--- src/rtl/bk_pkg.sv ---
// Shared Brent-Kung helpers: prefix operator, width log, result flag bundle.
package bk_pkg;

  typedef struct packed {
    logic cout;
    logic ovf;
    logic zero;
  } flags_t;

  // (G,P) o (G',P'): hi span absorbs the lower span it sits on top of
  function automatic logic [1:0] pg_combine(input logic g_hi, input logic p_hi,
                                            input logic g_lo, input logic p_lo);
    return {g_hi | (p_hi & g_lo), p_hi & p_lo};
  endfunction

  function automatic int log2w(input int w);
    int r;
    r = 0;
    for (int i = 0; i < 16; i++)
      if ((1 << i) < w) r = i + 1;
    return r;
  endfunction

endpackage

--- src/rtl/bk_prefix_tree.sv ---
// Combinational Brent-Kung carry network: up-sweep then down-sweep, then fold in cin.
module bk_prefix_tree
  import bk_pkg::*;
#(
  parameter int WIDTH = 32
) (
  input  logic [WIDTH-1:0] p,
  input  logic [WIDTH-1:0] g,
  input  logic             cin,
  output logic [WIDTH:0]   c
);

  localparam int L    = log2w(WIDTH);
  localparam int NLVL = 2 * L - 1;

  genvar lv;
  generate
    for (lv = 0; lv <= NLVL; lv++) begin : g_lvl
      logic [WIDTH-1:0] go, po;
      if (lv == 0) begin : g_leaf
        assign go = g;
        assign po = p;
      end else begin : g_node
        // levels 1..L are the up-sweep (span 2^lv), the rest walk the span back down
        localparam int  SPAN = (lv <= L) ? (1 << lv) : (1 << (2 * L - lv));
        localparam int  HALF = SPAN / 2;
        localparam bit  UP   = (lv <= L);
        logic [WIDTH-1:0] gi, pin;
        assign gi  = g_lvl[lv-1].go;
        assign pin = g_lvl[lv-1].po;
        always_comb begin
          go = gi;
          po = pin;
          for (int k = 0; k < WIDTH; k++) begin
            if (k >= HALF) begin
              if (UP ? (((k + 1) % SPAN) == 0)
                     : ((((k + 1) % SPAN) == HALF) && (k >= SPAN)))
                {go[k], po[k]} = pg_combine(gi[k], pin[k], gi[k-HALF], pin[k-HALF]);
            end
          end
        end
      end
    end
  endgenerate

  logic [WIDTH-1:0] gf, pf;
  assign gf = g_lvl[NLVL].go;
  assign pf = g_lvl[NLVL].po;

  always_comb begin
    c    = '0;
    c[0] = cin;
    for (int i = 0; i < WIDTH; i++)
      c[i+1] = gf[i] | (pf[i] & cin);
  end

endmodule

--- src/rtl/bk_adder_pipe.sv ---
// Two-stage elastic Brent-Kung adder/subtractor with valid/ready on both sides.
module bk_adder_pipe
  import bk_pkg::*;
#(
  parameter int WIDTH = 32
) (
  input  logic             clk,
  input  logic             rst_n,
  input  logic             in_valid,
  output logic             in_ready,
  input  logic [WIDTH-1:0] in_a,
  input  logic [WIDTH-1:0] in_b,
  input  logic             in_cin,
  input  logic             in_sub,
  output logic             out_valid,
  input  logic             out_ready,
  output logic [WIDTH-1:0] out_sum,
  output logic             out_cout,
  output logic             out_ovf,
  output logic             out_zero
);

  logic             s1_valid;
  logic [WIDTH-1:0] s1_p, s1_g;
  logic             s1_cin, s1_amsb, s1_bmsb;
  logic [WIDTH-1:0] b_eff;
  logic             in_fire, s2_load;

  assign b_eff    = in_sub ? ~in_b : in_b;
  assign s2_load  = s1_valid & (~out_valid | out_ready);
  assign in_ready = ~s1_valid | s2_load;
  assign in_fire  = in_valid & in_ready;

  always_ff @(posedge clk or negedge rst_n) begin
    if (!rst_n) begin
      s1_valid <= 1'b0;
      s1_p     <= '0;
      s1_g     <= '0;
      s1_cin   <= 1'b0;
      s1_amsb  <= 1'b0;
      s1_bmsb  <= 1'b0;
    end else if (in_fire) begin
      s1_valid <= 1'b1;
      s1_p     <= in_a ^ b_eff;
      s1_g     <= in_a & b_eff;
      s1_cin   <= in_cin;
      s1_amsb  <= in_a[WIDTH-1];
      s1_bmsb  <= b_eff[WIDTH-1];
    end else if (s2_load) begin
      s1_valid <= 1'b0;
    end
  end

  logic [WIDTH:0]   c;
  logic [WIDTH-1:0] sum;
  flags_t           flags, out_flags;

  bk_prefix_tree #(.WIDTH(WIDTH)) u_tree (
    .p  (s1_p),
    .g  (s1_g),
    .cin(s1_cin),
    .c  (c)
  );

  assign sum        = s1_p ^ c[WIDTH-1:0];
  assign flags.cout = c[WIDTH];
  assign flags.ovf  = (s1_amsb == s1_bmsb) && (sum[WIDTH-1] != s1_amsb);
  assign flags.zero = ~|sum;

  // a new result may overwrite the one leaving this edge, keeping out_valid high
  always_ff @(posedge clk or negedge rst_n) begin
    if (!rst_n) begin
      out_valid <= 1'b0;
      out_sum   <= '0;
      out_flags <= '0;
    end else if (s2_load) begin
      out_valid <= 1'b1;
      out_sum   <= sum;
      out_flags <= flags;
    end else if (out_ready) begin
      out_valid <= 1'b0;
    end
  end

  assign out_cout = out_flags.cout;
  assign out_ovf  = out_flags.ovf;
  assign out_zero = out_flags.zero;

endmodule

--- config.mk ---
export PLATFORM = sky130hd
export DESIGN_NAME = bk_adder_pipe
export DESIGN_NICKNAME = d
export VERILOG_FILES = /design/src/rtl/bk_pkg.sv /design/src/rtl/bk_prefix_tree.sv /design/src/rtl/bk_adder_pipe.sv
export SDC_FILE = /design/constraint.sdc
export NUM_CORES = 1
export LEC_CHECK = 0
export CAP_MARGIN = 15
export CORE_MARGIN = 8
export CORE_UTILIZATION = 48
export CTS_BUF_LIST = sky130_fd_sc_hd__clkbuf_4 sky130_fd_sc_hd__clkbuf_8 sky130_fd_sc_hd__clkbuf_16
export CTS_CLUSTER_DIAMETER = 80
export CTS_CLUSTER_SIZE = 28
export DETAILED_ROUTE_END_ITERATION = 10
export GPL_TIMING_DRIVEN = 0
export PLACE_DENSITY = 0.82
export SLEW_MARGIN = 40
export SYNTH_ARGS = -nofsm -noshare
export SYNTH_HDL_FRONTEND = slang
export SYNTH_SLANG_ARGS = --single-unit
--- constraint.sdc ---
create_clock -name clk -period 2.49 [get_ports clk]
set_clock_uncertainty 0.05 [all_clocks]
set_input_delay 0.747 -clock clk [delete_from_list [all_inputs] [get_ports clk]]
set_output_delay 0.747 -clock clk [all_outputs]
set_load 0.1 [all_outputs]
# == After elaboration in Yosys (flattened, before gate mapping) ==
# Index checks and enable logic that the tools add are counted.
# word_totals
regBits,104
inputBits,70
output_inout_bits,37
wordCells,268
# classes
n_eq_ne,2
mux,5
n_bitwise,245
reduce_logical,5
# ops
cell,n
$and A1 B1 Y1,148
$or A1 B1 Y1,91
$xor A32 B32 Y32,2
$and A32 B32 Y32,1
$mux W32,1
$not A32 Y32,1
$reduce_or A32 Y1,1
$mux W1,4
$reduce_bool A2 Y1,2
$not A1 Y1,2
$eq A1 B1 Y1,1
$logic_and A1 B1 Y1,1
$logic_not A1 Y1,1
$ne A1 B1 Y1,1

# == Depth between registers and ports, before layout ==
# Gate-level depths: netlist of the first run.
# logic_depth
depth_word,20
mapped_depth,10
ltp_nobuf,9

# == Cells and area by module ==
# From an unflattened synthesis of the first run, not the netlist that was laid out.
# unflattened
cells_unflattened,459
area_unflattened_um2,5604.1
# modules_own_cells
mod,n_inst,cells_each,area_per_inst_um2,seq_area_each_um2
bk_adder_pipe,1,376,5026.1,2602.5
bk_prefix_tree,1,83,578.1,0.0

# == Worst setup path before layout of the first run ==
# OpenSTA, ideal clock, no wires.
# synth_timing
path_type,flip-flop to flip-flop
startpoint,register out_valid
endpoint,register s1_g[0]
setup_time_ns,0.125
arrival_time_ns,3.409
required_time_ns,2.315
slack_ns,-1.094
stages_incl_launch_ff,6
path_buffers,2
synth_period_minus_slack_ns,3.584
cell_sequence,dfrtp_1 nand3b_1 nand2_1 clkbuf_1 clkbuf_1 mux2_2
# synth_between
elab_chain_cells,5
# synth_rtl
item,line_no,source
"start, declared",bk_adder_pipe.sv:15,"output logic out_valid,"
"start signal, assigned",bk_adder_pipe.sv:73,out_valid <= 1'b0;
"start signal, assigned",bk_adder_pipe.sv:77,out_valid <= 1'b1;
"start signal, assigned",bk_adder_pipe.sv:81,out_valid <= 1'b0;
$not A1 Y1,bk_adder_pipe.sv:30,assign s2_load = s1_valid & (~out_valid | out_ready);
$or A1 B1 Y1,bk_adder_pipe.sv:30,
$and A1 B1 Y1,bk_adder_pipe.sv:30,
$or A1 B1 Y1,bk_adder_pipe.sv:31,assign in_ready = ~s1_valid | s2_load;
net in_ready,bk_adder_pipe.sv:10,"output logic in_ready,"
$and A1 B1 Y1,bk_adder_pipe.sv:32,assign in_fire = in_valid & in_ready;
"end signal, assigned",bk_adder_pipe.sv:45,s1_g <= in_a & b_eff;
"end, declared",bk_adder_pipe.sv:24,"logic [WIDTH-1:0] s1_p, s1_g;"
# The timed path passes the listed nets, and every way through them passes these cells.
# A chain may end at the register's enable or synchronous reset.

# == Worst setup path in the final report of the first run ==
# layout_timing
startpoint,register s1_p[12]
endpoint,"register out_flags, in the netlist out_zero"
# layout_between
elab_chain_cells,17
elab_cells_between_ends,103
cone_classes,bitwise (101); reduce/logical (2)
# layout_rtl
item,line_no,source
"start, declared",bk_adder_pipe.sv:24,
"start signal, assigned",bk_adder_pipe.sv:44,s1_p <= in_a ^ b_eff;
$and A1 B1 Y1 (3 in a row),bk_pkg.sv:13,"return {g_hi | (p_hi & g_lo), p_hi & p_lo};"
$or A1 B1 Y1 or $and A1 B1 Y1 (tied branches),bk_pkg.sv:13,
$or A1 B1 Y1,bk_pkg.sv:13,
$and A1 B1 Y1,bk_pkg.sv:13,
$or A1 B1 Y1,bk_pkg.sv:13,
$and A1 B1 Y1,bk_pkg.sv:13,
$or A1 B1 Y1,bk_pkg.sv:13,
$and A1 B1 Y1,bk_pkg.sv:13,
$or A1 B1 Y1,bk_pkg.sv:13,
$and A1 B1 Y1,bk_pkg.sv:13,
$or A1 B1 Y1,bk_pkg.sv:13,
$or A1 B1 Y1,bk_prefix_tree.sv:54,c[i+1] = gf[i] | (pf[i] & cin);
$xor A32 B32 Y32 *,bk_adder_pipe.sv:65,assign sum = s1_p ^ c[WIDTH-1:0];
$reduce_or A32 Y1 *,bk_adder_pipe.sv:68,assign flags.zero = ~|sum;
$logic_not A1 Y1 *,bk_adder_pipe.sv:68,
"end signal, assigned",bk_adder_pipe.sv:79,out_flags <= flags;
"end, declared",bk_adder_pipe.sv:56,"flags_t flags, out_flags;"
# Every way passes the cells marked *; elsewhere a longest branch is shown, timed or not.

==> metrics.csv, run 1 <==
stage,metric,value,unit
yosys,mux cell area share after synthesis,15.0,%
grt,GRT Total Usage,20.1,%
worst_setup_path,reg2reg end,out_zero,
worst_setup_path,crit path kind,reg -> reg,
worst_hold_path,Min-Delay Path Class,in -> async,
clock_tree,number of CTS-inserted buffers,9,
finish,diode count,0,
place,hpwl dp,11500,um
yosys,Yosys top cell area share,44.0,%
worst_setup_path,Reg2Reg Launch Point,s1_p[12],
finish,layout cells sized above 1,33.9,%
yosys,dominant cells by area after synthesis,"dfrtp_1 (44%), mux2_2 (15%), ha_1 (7.0%)",
worst_setup_path,"Cell Chain, Critical Path",nand4_1 > nor2_2 > a22oi_2 > a311o_2 > o211a_4 > o2111a_1 > a21oi_1 > o2bb2ai_1 > a32o_1,
sta,"Setup violations, final",7,
yosys,Synth Area in Simple Gates,9.67,%
sta,Final WS setup,-249,ps
routing,WL per Instance,19.9,um
yosys,Compound-Gate Fraction of Synth Area,13.4,%
sta,relative slew slack,46.8,%
yosys,syn_nets,622,
worst_setup_path,"slowest stage delay, CP",500,ps
yosys,predominant post-synthesis flop cell,dfrtp_1,
sta,Worst Tran Pin Value,798,ps
yosys,Post-Synthesis Cell Area,0.00591,mm2
yosys,synthesized flop and latch total,104,
sta,final period utilization,110,%
grt,first-pass GRT wire length,25800,um
clock_tree,Max clock buf depth,2,
clock_tree,CTS tree,built,
floorplanning,Top Ports,107,
yosys,"Warnings, synthesis",0,
routing,1st-iter DRT viols,445,
yosys,Post-Synth XOR/XNOR Area,8.29,%
yosys,"EDFF count, synth",0,
outcome,failing checks,setup timing,
finish,Area Growth Syn to Fin,33.5,%
worst_setup_path,"slowest stage cell, crit path",a311o_2,
grt,initial antenna violation count,0,
grt,vias in the first global route,5108,
worst_setup_path,CP Launch Type,register,
routing,Antenna Nets Post-Route,0,
clock_tree,clock slew at reported path FFs,70,ps
outcome,outcome,"complete, but fails checks",
grt,pin count of the biggest net entering global routing,64,
worst_setup_path,critical path required time,2680,ps
worst_setup_path,Critical Path End Type,register,
worst_setup_path,Crit path max-delay family,compound AO/OA/AOI/OAI gates,
yosys,top cell type by total area after synthesis,dfrtp_1,
pwr,Leakage,3.60,nW
worst_setup_path,R2R depth,9,
routing,drt via density,5.84,
worst_setup_path,CP Max Fanout,5,
finish,final core occ,65.7,%
sta,Slew Limit Fails,0,
worst_setup_path,CP Buf/Inv Count,0,
routing,Pre-antenna DRT Iters,6,
yosys,Post-Synth Adder-Cell Area,6.98,%
clock_tree,root buf cell,clkbuf_16,
worst_setup_path,arrival time worst endpoint,2930,ps
clock_tree,CTS H-tree lvls,3,
routing,total number of vias,4733,
yosys,async set-or-reset flop fraction in the synthesized netlist,100,%
floorplanning,Initial Util,49.2,%
run,Max-Cap Viols,0,
pwr,power per cell area,1100,mW/mm2
yosys,sequential fraction of the synthesis area,44.0,%
floorplanning,Die H,127,um
yosys,syn_area_per_cell,11.4,um2
worst_setup_path,"setup slack, reg-to-reg",-250,ps
place,# port buffers,105,
grt,gr ovfl total,0,
clock_tree,Clock Sinks,104,
floorplanning,num rows,40,
routing,# DRC,0,
yosys,Mapped Cells,519,
yosys,synth unique cells,69,
floorplanning,Core Region,0.0120,mm2
finish,design area,0.00789,mm2
sta,final hold viol count,0,
sta,minimum clock period,2740,ps
yosys,main combinational cell family by area after synthesis,multiplexers,
sta,Achievable Freq,365,MHz
floorplanning,die width,127,um
clock_tree,worst skew pair latency,350,ps
sta,RSZ-0062 raised after global routing,true,
routing,final WL,16100,um
place,Placement Cell Area,0.00720,mm2
pwr,Worst VDD drop,661,uV
floorplanning,die area,0.0161,mm2
place,RePlAce Congestion,0.840,
finish,number of nets in the layout,761,
-- synthesized netlist by cell type (2+ instances only) --
master	instances
buf_1	3
mux2i_1	2
xnor2_1	17
o21a_1	2
a221o_1	2
xor2_1	39
o21ai_2	3
nand4_1	6
o211ai_1	2
buf_6	5
inv_1	9
a41o_1	3
and2_2	2
a21oi_1	20
ha_1	33
a22oi_1	2
nor3_1	5
nand3_1	4
nand3b_1	2
nand2b_1	3
o21bai_1	3
a31oi_1	3
o211a_1	2
dfrtp_1	104
and3_2	2
o21ai_1	4
a21o_1	11
a211oi_1	4
nor2b_1	2
or2_2	2
mux2_2	77
o31ai_1	5
nor2_1	28
a311oi_1	2
and2_1	8
clkbuf_1	12
nand2_1	34
nor4b_2	2
o21ai_0	20
-- registers in the layout (all words and copies together) (netlist names) --
name and cells:
s1_amsb 1, s1_bmsb 1, out_cout 1, out_zero 1
s1_valid 1, out_ovf 1, out_sum 32, out_valid 1
s1_p 32, s1_cin 1, s1_g 32
-- power by group --
group	internal [mW]	switching (mW)	total (mW)
sequential	2.16	0.478	2.64
combinational	1.32	3.07	4.39
clock	0.999	0.640	1.64
total	4.49	4.19	8.67
-- layout by cell type (no fill, tap or decap), drive strengths merged, types with 3 or more instances in the layout --
cell type,instances
a211oi,4
a21o,12
a21oi,21
a22oi,3
a31oi,3
a41o,3
and2,10
and3,3
buf,71
bufinv,3
clkbuf,22
clkdlybuf4s50,67
dfrtp,104
ha,33
inv,10
mux2,77
nand2,35
nand2b,3
nand3,4
nand4,7
nor2,28
nor3,5
o21ai,27
o21bai,3
o31ai,6
xnor2,17
xor2,39
-- cell families after synthesis --
kind of cell	Yosys count
AOI/OAI and AO/OA	108
and+or+nand+nor	108
DFF	104
muxes	79
xor gates and xnor gates	56
adders and majority gates	33
buffers and inverters	31
-- layout make-up --
class                      count  area [um2]
buffer                        22         209
clock buffer                  10         233
clock inverter                 6         115
fill                         873        4120
inverter                       9        33.8
multi-input combinational    384        3430
sequential                   104        2620
tap                          147         184
timing repair buffer         128        1070
-- metal layers --
layer | up-vias | share of wire (%) | track usage [%]
li1 | 2150 | - | -
met1 | 2332 | 41 | 23.6
met2 | 213 | 49 | 34.3
met3 | 38 | 6.5 | 4.03
met4 | 0 | 3.3 | 10.0
met5 | - | 0 | 0
-- through the flow --
| step | instances | TNS (ps) | setup WS, ps | total power [mW] | hold slack (ps) |
|---|---|---|---|---|---|
| 2_1_floorplan | 519 | -15910 | -300 | 5.79 | 401 |
| 3_3_place_gp | 771 | -331000 | -3460 | 6.86 | 425 |
| 3_5_place_dp | 772 | -11020 | -614 | 6.73 | 435 |
| 4_1_cts | 810 | -505 | -177 | 8.59 | 231 |
| 5_1_grt | 810 | -1850 | -456 | 9.02 | 244 |
| 6_report | 810 | -849 | -249 | 8.67 | 222 |
-- worst register-to-register path, delay by kind of cell (launching register included) --
| kind | cells | cell delay [ps] |
|---|---|---|
| and+or+nand+nor | 2 | 490 |
| AOI/OAI and AO/OA | 7 | 1610 |
| DFF | 1 | 490 |
-- what timing repair did --
action | 4_1_cts | 5_1_grt
hold endpoints to repair | 0 | 0
gates resized for setup | 30 | 17
endpoints found under the setup margin | 14 | 16
buffers inserted | 22 | 3
pin swaps | 21 | 9
hold buffers | 0 | 0
-- how the worst max path moves through the flow --
stage | from | to | slack (ps) | cells past startpoint
after global placement | rst_n | out_valid | -3460 | 1
after CTS | s1_cin | out_zero | -180 | 9
after global routing | s1_p[5] | out_zero | -460 | 11
final | s1_p[12] | out_zero | -250 | 9
after detailed placement | out_ready | out_zero | -610 | 10
after floorplan | out_ready | s1_g[0] | -300 | 5
Note: power is estimated with default switching activity, not from simulation.
==> run 2, diff against run 1 <==
Settings changed: ABC_AREA set to 1.
==> metrics.csv, run 2 <==
stage,metric,value,unit,change
worst_setup_path,critical path required time,2730,ps,+50 ps
routing,final WL,16100,um,about the same
pwr,Internal,3.80,mW,-15%
yosys,async set-or-reset flop fraction in the synthesized netlist,100,%,unchanged
floorplanning,Top Ports,107,,unchanged
floorplanning,die width,125,um,-1.3%
finish,diode count,0,,unchanged
pwr,power share of the clock group,20.4,%,+1.5 points
yosys,Mapped Cells,726,,+40%
routing,# DRC,0,,unchanged
yosys,synth unique cells,30,,-57%
finish,layout cells sized above 1,12.2,%,-22 points
grt,pin count of the biggest net entering global routing,58,,-9.4%
finish,Area Growth Syn to Fin,26.4,%,
finish,final std cells w/o fill,997,,+23%
grt,initial antenna violation count,0,,unchanged
sta,relative slew slack,47.4,%,+0.59 points
place,# port buffers,105,,unchanged
pwr,Reg power frac,31.3,%,+0.9 points
clock_tree,clock slew at reported path FFs,70,ps,about the same
yosys,Yosys top cell area share,45.4,%,+1.3 points
routing,1st-iter DRT viols,553,,+24%
worst_setup_path,arrival time worst endpoint,2540,ps,-390 ps
worst_setup_path,CP Launch Type,register,,
sta,minimum clock period,2310,ps,-433 ps
clock_tree,Clock Sinks,104,,unchanged
worst_hold_path,Min-Delay Path Class,in -> async,,
clock_tree,root buf cell,clkbuf_16,,
finish,most frequent cells in the layout,"nand2_1 (282), dfrtp_1 (102), clkdlybuf4s50_1 (66)",,
yosys,most common cell in the netlist,nand2_1,,
yosys,syn_nets,829,,+33%
yosys,Commonest cells post-synth,"nand2_1 (285), dfrtp_1 (104), inv_1 (57)",,
routing,drt via density,5.19,,-11%
finish,Regs by FF count,"out_sum x32, s1_g x32, s1_p x32",,
clock_tree,CTS tree,built,,
clock_tree,Max clock buf depth,2,,unchanged
clock_tree,CTS H-tree lvls,3,,unchanged
floorplanning,Core Region,0.0119,mm2,-1.2%
outcome,outcome,completed,,
place,RePlAce Congestion,0.884,,+5.3%
grt,first-pass GRT wire length,26100,um,+1.1%
yosys,synthesized flop and latch total,104,,unchanged
yosys,syn_area_per_cell,7.90,um2,-31%
routing,Pre-antenna DRT Iters,5,,-1
grt,vias in the first global route,5257,,+2.9%
routing,total number of vias,5171,,+9.3%
sta,Achievable Freq,434,MHz,+19%
worst_setup_path,CP Max Fanout,4,,-1
yosys,Post-Synthesis Cell Area,0.00574,mm2,-3.0%
clock_tree,number of CTS-inserted buffers,9,,unchanged
floorplanning,num rows,40,,unchanged
sta,Slew Limit Fails,0,,unchanged
finish,number of nets in the layout,948,,+25%
worst_setup_path,crit path kind,reg -> reg,,
worst_setup_path,Critical Path End Type,register,,
sta,final period utilization,92.6,%,-17 points
sta,Worst Tran Pin Value,790,ps,-8.91 ps
grt,GRT Total Usage,20.6,%,+0.59 points
pwr,P_sw,3.99,mW,-4.7%
finish,design area,0.00725,mm2,-8.1%
run,Max-Cap Viols,0,,unchanged
yosys,sequential fraction of the synthesis area,45.4,%,+1.3 points
yosys,top cell type by total area after synthesis,dfrtp_1,,
clock_tree,worst skew pair latency,350,ps,about the same
pwr,Worst VDD drop,458,uV,-31%
sta,final hold viol count,0,,unchanged
place,Cells after DPL,979,,+27%
grt,gr ovfl total,0,,unchanged
yosys,"Warnings, synthesis",0,,unchanged
routing,Antenna Nets Post-Route,0,,unchanged
floorplanning,Initial Util,48.4,%,-0.85 points
sta,"Setup violations, final",0,,-7
floorplanning,Die H,125,um,-1.3%
pwr,Leakage,3.79,nW,+5.1%
pwr,Power Total,7.79,mW,-10%
routing,WL per Instance,16.2,um,-19%
yosys,predominant post-synthesis flop cell,dfrtp_1,,
pwr,combinational share of power,48.3,%,-2.4 points
finish,"most common cell after layout, fill and taps aside",nand2_1,,
place,Placement Cell Area,0.00683,mm2,-5.1%
finish,Fillers,988,,+13%
yosys,dominant cells by area after synthesis,"dfrtp_1 (45%), nand2_1 (19%), ha_1 (7.2%)",,
place,hpwl dp,12100,um,+5.2%
pwr,power per cell area,1070,mW/mm2,-2.2%
floorplanning,die area,0.0157,mm2,-2.6%
pwr,Net Sw Frac,51.2,%,+2.9 points
yosys,"EDFF count, synth",0,,unchanged
## run 2: metal layers
metal  vias to the layer above  part of all wire, %  global-route usage, %
met5                         -                    0                      0
met4                         0                  2.4                   6.88
met3                        27                  5.7                   3.87
met2                       167                   49                   35.0
met1                      2445                   43                   25.9
li1                       2532                    -                      -
## run 2: critical path, stage by stage (launching register included)
cell	delay [ps]
dfrtp_2	440
nand2_1	100
nand2_1	100
nand2_2	100
nand2_2	70
nand2_4	90
nand2_4	70
a21oi_1	170
nand2_1	100
a21oi_1	180
xor2_1	390
nand3_1	120
nor2_1	100
nand3_1	70
nand2_1	80
## run 2: repair_timing
item | CTS | global route
hold buffers | 0 | 0
endpoints found under the setup margin | 62 | 69
gates resized for setup | 11 | 16
pin swaps | 0 | 9
setup buffers | 0 | 2
## run 2: worst paths after layout
kind                       startpoint          to  slack (ps)  cells past startpoint
hold / removal                  rst_n     s1_g[1]         240                      1
max in group asynchronous       rst_n   out_valid        1530                      2
setup reg to reg              s1_p[1]    out_zero         180                     14
hold reg to reg            out_sum[6]  out_sum[6]         440                      2
setup / recovery              s1_p[1]    out_zero         180                     14
min in group clk           out_sum[6]  out_sum[6]         440                      2
## run 2: stage by stage
stage / util, % / setup slack [ps] / TNS (ps) / hold WS, ps
after floorplan: - / 74.7 / 0 / 393
after global placement: 58.8 / -3650 / -372900 / 413
after detailed placement: 57.6 / -609 / -35800 / 416
after CTS: 60.6 / -4.83 / -4.83 / 263
after global routing: 61.1 / -27.7 / -27.7 / 268
final: 61.1 / 184 / 0 / 239
## run 2: power groups by stage
stage               sequential [mW]  combinational, mW  clock, mW
floorplan                      4.20               1.06          0
global placement               2.45               3.87          0
detailed placement             2.45               3.71          0
CTS                            2.43               3.73       1.58
global route                   2.49               4.00       1.66
finish                         2.44               3.77       1.59
## run 2: kinds of logic after synthesis
kind of cell	Yosys count	share of synthesized area, %
DFF	104	45.4
xor gates and xnor gates	39	5.95
AOI/OAI and AO/OA	83	7.76
adders and majority gates	33	7.20
buffers and inverters	83	5.43
and+or+nand+nor	384	28.3
## run 2: final cells by class
cell class	count	area [um2]	share of cell area, %
well taps	147	184	2.54
multi-input cells	539	2880	39.7
plain buffers	25	106	1.47
flip-flops and latches	104	2610	35.9
clock inverters	7	114	1.57
repair buffers	108	918	12.7
clock buffers	9	225	3.11
inverters	58	218	3.00
